--- src/rtl/fence_ctrl.sv ---
// Memory-ordering sequencer for FENCE / FENCE.I. It stalls the front end until the
// LSU drains, and for FENCE.I it also invalidates the I-cache, then flushes and redirects to pc+4.

typedef enum logic [1:0] {
    fk_fence   = 2'd0,
    fk_fence_i = 2'd1,
    fk_invalid = 2'd2
} fence_kind_t;

module fence_ctrl #(
    parameter int XLEN = 32
) (
    input  logic              clk,
    input  logic              rst,
    input  logic              req_valid,
    input  fence_kind_t       req_kind,
    input  logic [XLEN-1:0]   req_pc,
    output logic              req_ready,
    input  logic              sb_empty,
    input  logic              lsu_idle,
    output logic              ic_inv_req,
    input  logic              ic_inv_ack,
    output logic              stall,
    output logic              flush,
    output logic [XLEN-1:0]   redirect_pc,
    output logic              retire,
    output logic              illegal
);

    typedef enum logic [1:0] {
        S_IDLE   = 2'd0,
        S_DRAIN  = 2'd1,
        S_INV    = 2'd2,
        S_FINISH = 2'd3
    } state_t;

    state_t          state_q, state_d;
    logic            illegal_q, illegal_d;
    logic [XLEN-1:0] pc_q, pc_d;
    logic            is_i_q, is_i_d;
    logic            accept;
    logic            is_fence_kind;

    assign accept        = req_valid && req_ready;
    assign is_fence_kind = (req_kind == fk_fence) || (req_kind == fk_fence_i);

    always_comb begin
        state_d   = state_q;
        illegal_d = 1'b0;
        pc_d      = pc_q;
        is_i_d    = is_i_q;

        if (accept) begin
            pc_d   = req_pc;
            is_i_d = (req_kind == fk_fence_i);
        end

        case (state_q)
            S_IDLE: begin
                if (accept) begin
                    if (is_fence_kind) begin
                        state_d = S_DRAIN;
                    end else begin
                        illegal_d = 1'b1;
                    end
                end
            end
            S_DRAIN: begin
                // An ack arriving with the drain is dropped; INV waits for its own ack.
                if (sb_empty && lsu_idle) begin
                    state_d = is_i_q ? S_INV : S_FINISH;
                end
            end
            S_INV: begin
                if (ic_inv_ack) begin
                    state_d = S_FINISH;
                end
            end
            S_FINISH: begin
                state_d = S_IDLE;
            end
            default: begin
                state_d = S_IDLE;
            end
        endcase
    end

    always_ff @(posedge clk) begin
        if (!rst) begin
            state_q   <= S_IDLE;
            illegal_q <= 1'b0;
        end else begin
            state_q   <= state_d;
            illegal_q <= illegal_d;
        end
    end

    // The PC and kind are only consumed in states reachable after an accept.
    always_ff @(posedge clk) begin
        pc_q   <= pc_d;
        is_i_q <= is_i_d;
    end

    always_comb begin
        req_ready   = rst && (state_q == S_IDLE);
        stall       = (state_q != S_IDLE);
        ic_inv_req  = (state_q == S_INV);
        retire      = (state_q == S_FINISH);
        flush       = (state_q == S_FINISH) && is_i_q;
        illegal     = illegal_q;
        redirect_pc = '0;
        if (flush) begin
            redirect_pc = pc_q + XLEN'(4);
        end
    end

endmodule

--- config.mk ---
export PLATFORM = sky130hd
export DESIGN_NAME = fence_ctrl
export DESIGN_NICKNAME = d
export VERILOG_FILES = /design/src/rtl/fence_ctrl.sv
export SDC_FILE = /design/constraint.sdc
export NUM_CORES = 1
export LEC_CHECK = 0
export ABC_AREA = 1
export CAP_MARGIN = 20
export CORE_ASPECT_RATIO = 0.6
export CORE_UTILIZATION = 35
export DETAILED_ROUTE_END_ITERATION = 16
export SLEW_MARGIN = 10
export SYNTH_ARGS = -nofsm -noshare
export SYNTH_HDL_FRONTEND = slang
export SYNTH_SLANG_ARGS = --single-unit
--- constraint.sdc ---
create_clock -name clk -period 2.4 [get_ports clk]
set_clock_uncertainty 0.2 [all_clocks]
set_input_delay 0.6 -clock clk [delete_from_list [all_inputs] [get_ports clk]]
set_output_delay 0.6 -clock clk [all_outputs]
set_load 0.005 [all_outputs]
* Word level (Yosys, flattened, before mapping) *
Index checks and enable logic that the tools add are counted.
W data, S select, Z words.

operators by class
  equal/unequal tests = 8
  muxes and demuxes = 8
  add/sub/neg operators = 1
  reductions and logical operators = 10

operators with widths
  operator                 count
  $add A32 B3 Y32 const B  1
  $mux W32                 1
  $mux W2                  4
  $pmux W2 S4              1
  $ne A2 B2 Y1 const B     3
  $eq A2 B1 Y1 const B     2
  $eq A2 B2 Y1 const B     2
  $logic_and A1 B1 Y1      4
  $logic_not A2 Y1         2
  $reduce_and A4 Y1        1
  $reduce_and A3 Y1        1
  $mux W1                  2
  $ne A2 B1 Y1 const B     1
  $reduce_bool A2 Y1       1
  $logic_or A1 B1 Y1       1

word-level totals
  bits of input ports = 40
  output and inout port bits = 38
  register bits after elaboration = 36

* Logic depth before layout (Yosys ltp) *
  depth in word-level cells = 5
  depth in mapped cells = 8
  gate-level depth less buffers = 8

* Worst setup path before layout *
No wires, ideal clock.

  path type = reg-to-output
  from = register pc_q[2]
  to = output port redirect_pc[14]
  setup slack = 0.340 ns
  stages on the path, launching flop included = 8
  arrival time = 1.260 ns
  cell sequence = edfxtp_1 -> ha_1 -> nand2_2 -> nor2_2 -> nand2_4 -> nor2_4 -> or2_1 -> and2_1

between the ends
  longest elaborated chain between the ends = 2

ends and longest elaborated chain
  element                 RTL line  text
  start, declared         39        logic [XLEN-1:0] pc_q, pc_d;
  start signal, assigned  100       pc_q <= pc_d;
  $add A32 B3 Y32         113       redirect_pc = pc_q + XLEN'(4);
  $mux W32                112       if (flush) begin
  end, declared           25        output logic [XLEN-1:0] redirect_pc,

Every way passes these cells.

* Worst setup path after layout *
Ends and elaborated chain as after synthesis.

==> results.json <==
{
  "synth_warnings": 0,
  "async_reset_ff_share_pct": 0,
  "routed-via-count": 2325,
  "cts_root_buf": "clkbuf_8",
  "setup_viol_count_final": 23,
  "p_per_area_nw_per_um2": 574,
  "design.die.area_um2": 6610,
  "p_seq_share_pct": 40.2,
  "coreArea_um2": 5810,
  "htreeDepth": 2,
  "synth.cell_area_um2": 2200,
  "critPathRequiredTime_ps": 1600,
  "synthTopCellsByCount": "nand2_1 (67), nor2_1 (63), edfxtp_1 (33), inv_1 (23), a21oi_1 (18)",
  "viasPerCell": 4.67,
  "failed_checks": "setup timing",
  "ant_nets": 0,
  "wl_per_cell_um": 13.4,
  "rows": 21,
  "hold_ws_ps": 454,
  "route.detailed.drc": 0,
  "synth.largest_area_cell": "edfxtp_1",
  "cts_tree": "built",
  "synth_fp_nets": 319,
  "place_congestion": 0.820,
  "drive_gt1_share_pct": 35.6,
  "drt-total-wl_mm": 6.70,
  "diodes": 0,
  "arrival_ps": 1820,
  "grt_pass1_wl_mm": 10.9,
  "post-route-period-util_pct": 109,
  "die_height_um": 63.4,
  "p_leak_nw": 1.61,
  "p_int_mw": 1.51,
  "rsz0062_at_grt": "yes",
  "antenna_found_initial": 0,
  "first_iter_violations": 146,
  "power_frac_comb_pct": 32.4,
  "drtPass1Iterations": 4,
  "ir_worst_vdd_uv": 588,
  "dp_hpwl_mm": 4.76,
  "die_width_um": 104,
  "startpoint_type": "flip-flop",
  "final_max_slew_viol_count": 0,
  "critPathKind": "flip-flop to output port",
  "postLayoutSetupSlackWorst_ps": -218,
  "clock-sinks": 36,
  "ys_ff_latch": 36,
  "tightestPinTransition_ps": 307,
  "fin_util_pct": 64.4,
  "synth_cell_types": 25,
  "initial_core_util_pct": 37.8,
  "status": "complete, but fails checks",
  "io_buffers": 77,
  "slew_headroom_pct": 79.3,
  "synthTopCellsByArea": "edfxtp_1 (45%), nand2_1 (11%), nor2_1 (11%)",
  "place_area_um2": 3320,
  "grt_usage_pct": 21.6,
  "ioPinCount": 78,
  "grt_pass1_vias": 2247,
  "finalHoldViolCount": 0,
  "synth-main-ff-cell": "edfxtp_1",
  "switching_share_pct": 29.5,
  "clk_path_buf_depth": 2,
  "overflow": 0,
  "drv_cap": 0,
  "area_growth_syn_to_layout_pct": 70.1,
  "netlist_instances": 274,
  "grt_max_degree": 34,
  "clkSlewWorstSetupHoldPaths_ps": 80,
  "fmax_ghz": 0.382,
  "cp_max_fo": 4,
  "pre_cts_slack_ps": -275,
  "power_mw": 2.14,
  "cts_buffers": 5,
  "synth_edf_count": 33,
  "cp-end-kind": "output port",
  "synth_top_cell_area_share_pct": 45.1,
  "period_needed_ps": 2620,
  "clock_power_share_pct": 27.4,
  "worstHoldPathType": "flip-flop to flip-flop",
  "fin_nets": 462,
  "yosysSeqAreaShare_pct": 47.8,
  "fin_area_um2": 3740,
  "switching_power_uw": 633,
  "yosysMostFrequentCell": "nand2_1",
  "syn_avg_cell_area_um2": 8.02,
  "ctsHoldBuffers": 0,
  "clock_latency_ps": 290
}
## metal layers
layer / GRT usage [%] / share of wire [%]
met1: 32.3 / 52
met2: 30.5 / 40
met3: 5.69 / 7.1
met4: 5.71 / 1.1
met5: 0 / 0
## path summary, 6_finish.rpt
path | end | from | slack (ps) | cells after the start
max | redirect_pc[14] | pc_q[2] | -220 | 9
min | state_q[1] | state_q[1] | 450 | 3
max reg2reg | state_q[1] | state_q[1] | 690 | 8
min reg2reg | state_q[1] | state_q[1] | 450 | 3
## layout make-up
| type | count | area, µm² |
|---|---|---|
| Sequential cell | 36 | 1050 |
| Inverter | 25 | 93.8 |
| Clock buffer | 7 | 96.3 |
| Timing Repair Buffer | 138 | 1180 |
| Clock inverter | 1 | 30.0 |
| Tap cell | 80 | 100 |
| Multi-Input combinational cell | 211 | 1190 |
| Fill cell | 496 | 2070 |
## critical path: stages (launching register included)
cell,delay (ps)
edfxtp_1,460
ha_4,210
nand2_4,100
nor2_4,50
nand2_4,100
buf_6,110
nor2_4,30
or2_1,210
and2_4,150
buf_6,110
## what timing repair did
action | CTS | global route
gates cloned | 0 | 0
endpoints found under the setup margin | 35 | 28
resized for setup | 141 | 25
pin swaps | 30 | 18
setup buffers | 26 | 3
## cells in the final DEF, fill, tap and decap left out, drive strengths merged
cell type      count
nand2             74
dlygate4sd2        9
clkbuf             8
clkdlybuf4s50     43
xor2               2
nor2              76
and2               2
bufinv             1
inv               25
and3               1
or2                1
ha                 5
clkdlybuf4s15      1
dfxtp              3
o21a               1
edfxtp            33
nand3             15
buf               84
o21ai             10
nand3b             2
a21oi             20
nor3               2
## sequential cells by signal, summed over array words and instances (netlist names)
signal	count
state_q	2
illegal	1
pc_q	32
is_i_q	1
## logic make-up (layout without fill, tap and decap cells)
| family | count (synthesis) | in the layout | synth area share [%] |
|---|---|---|---|
| and+or+nand+nor | 173 | 173 | 36.3 |
| DFF | 36 | 36 | 47.8 |
| AOI/OAI and AO/OA | 31 | 31 | 7.52 |
| buffers and inverters | 27 | 171 | 4.73 |
| adders and majority gates | 5 | 5 | 2.85 |
| xor gates and xnor gates | 2 | 2 | 0.797 |
## per-stage QoR
step	cells	TNS, ps
2_1_floorplan	274	0
3_3_place_gp	462	-2120
3_5_place_dp	462	-3140
4_1_cts	495	-3000
5_1_grt	498	-5140
6_report	498	-2720
## power groups by stage
stage	Combinational [mW]	Clock, mW	Sequential, mW
2_1_floorplan	0.277	0	0.854
3_3_place_gp	0.624	0	0.856
3_5_place_dp	0.630	0	0.859
4_1_cts	0.670	0.604	0.857
5_1_grt	0.778	0.639	0.869
6_report	0.695	0.587	0.861
Note: power is estimated with default switching activity, not from simulation.
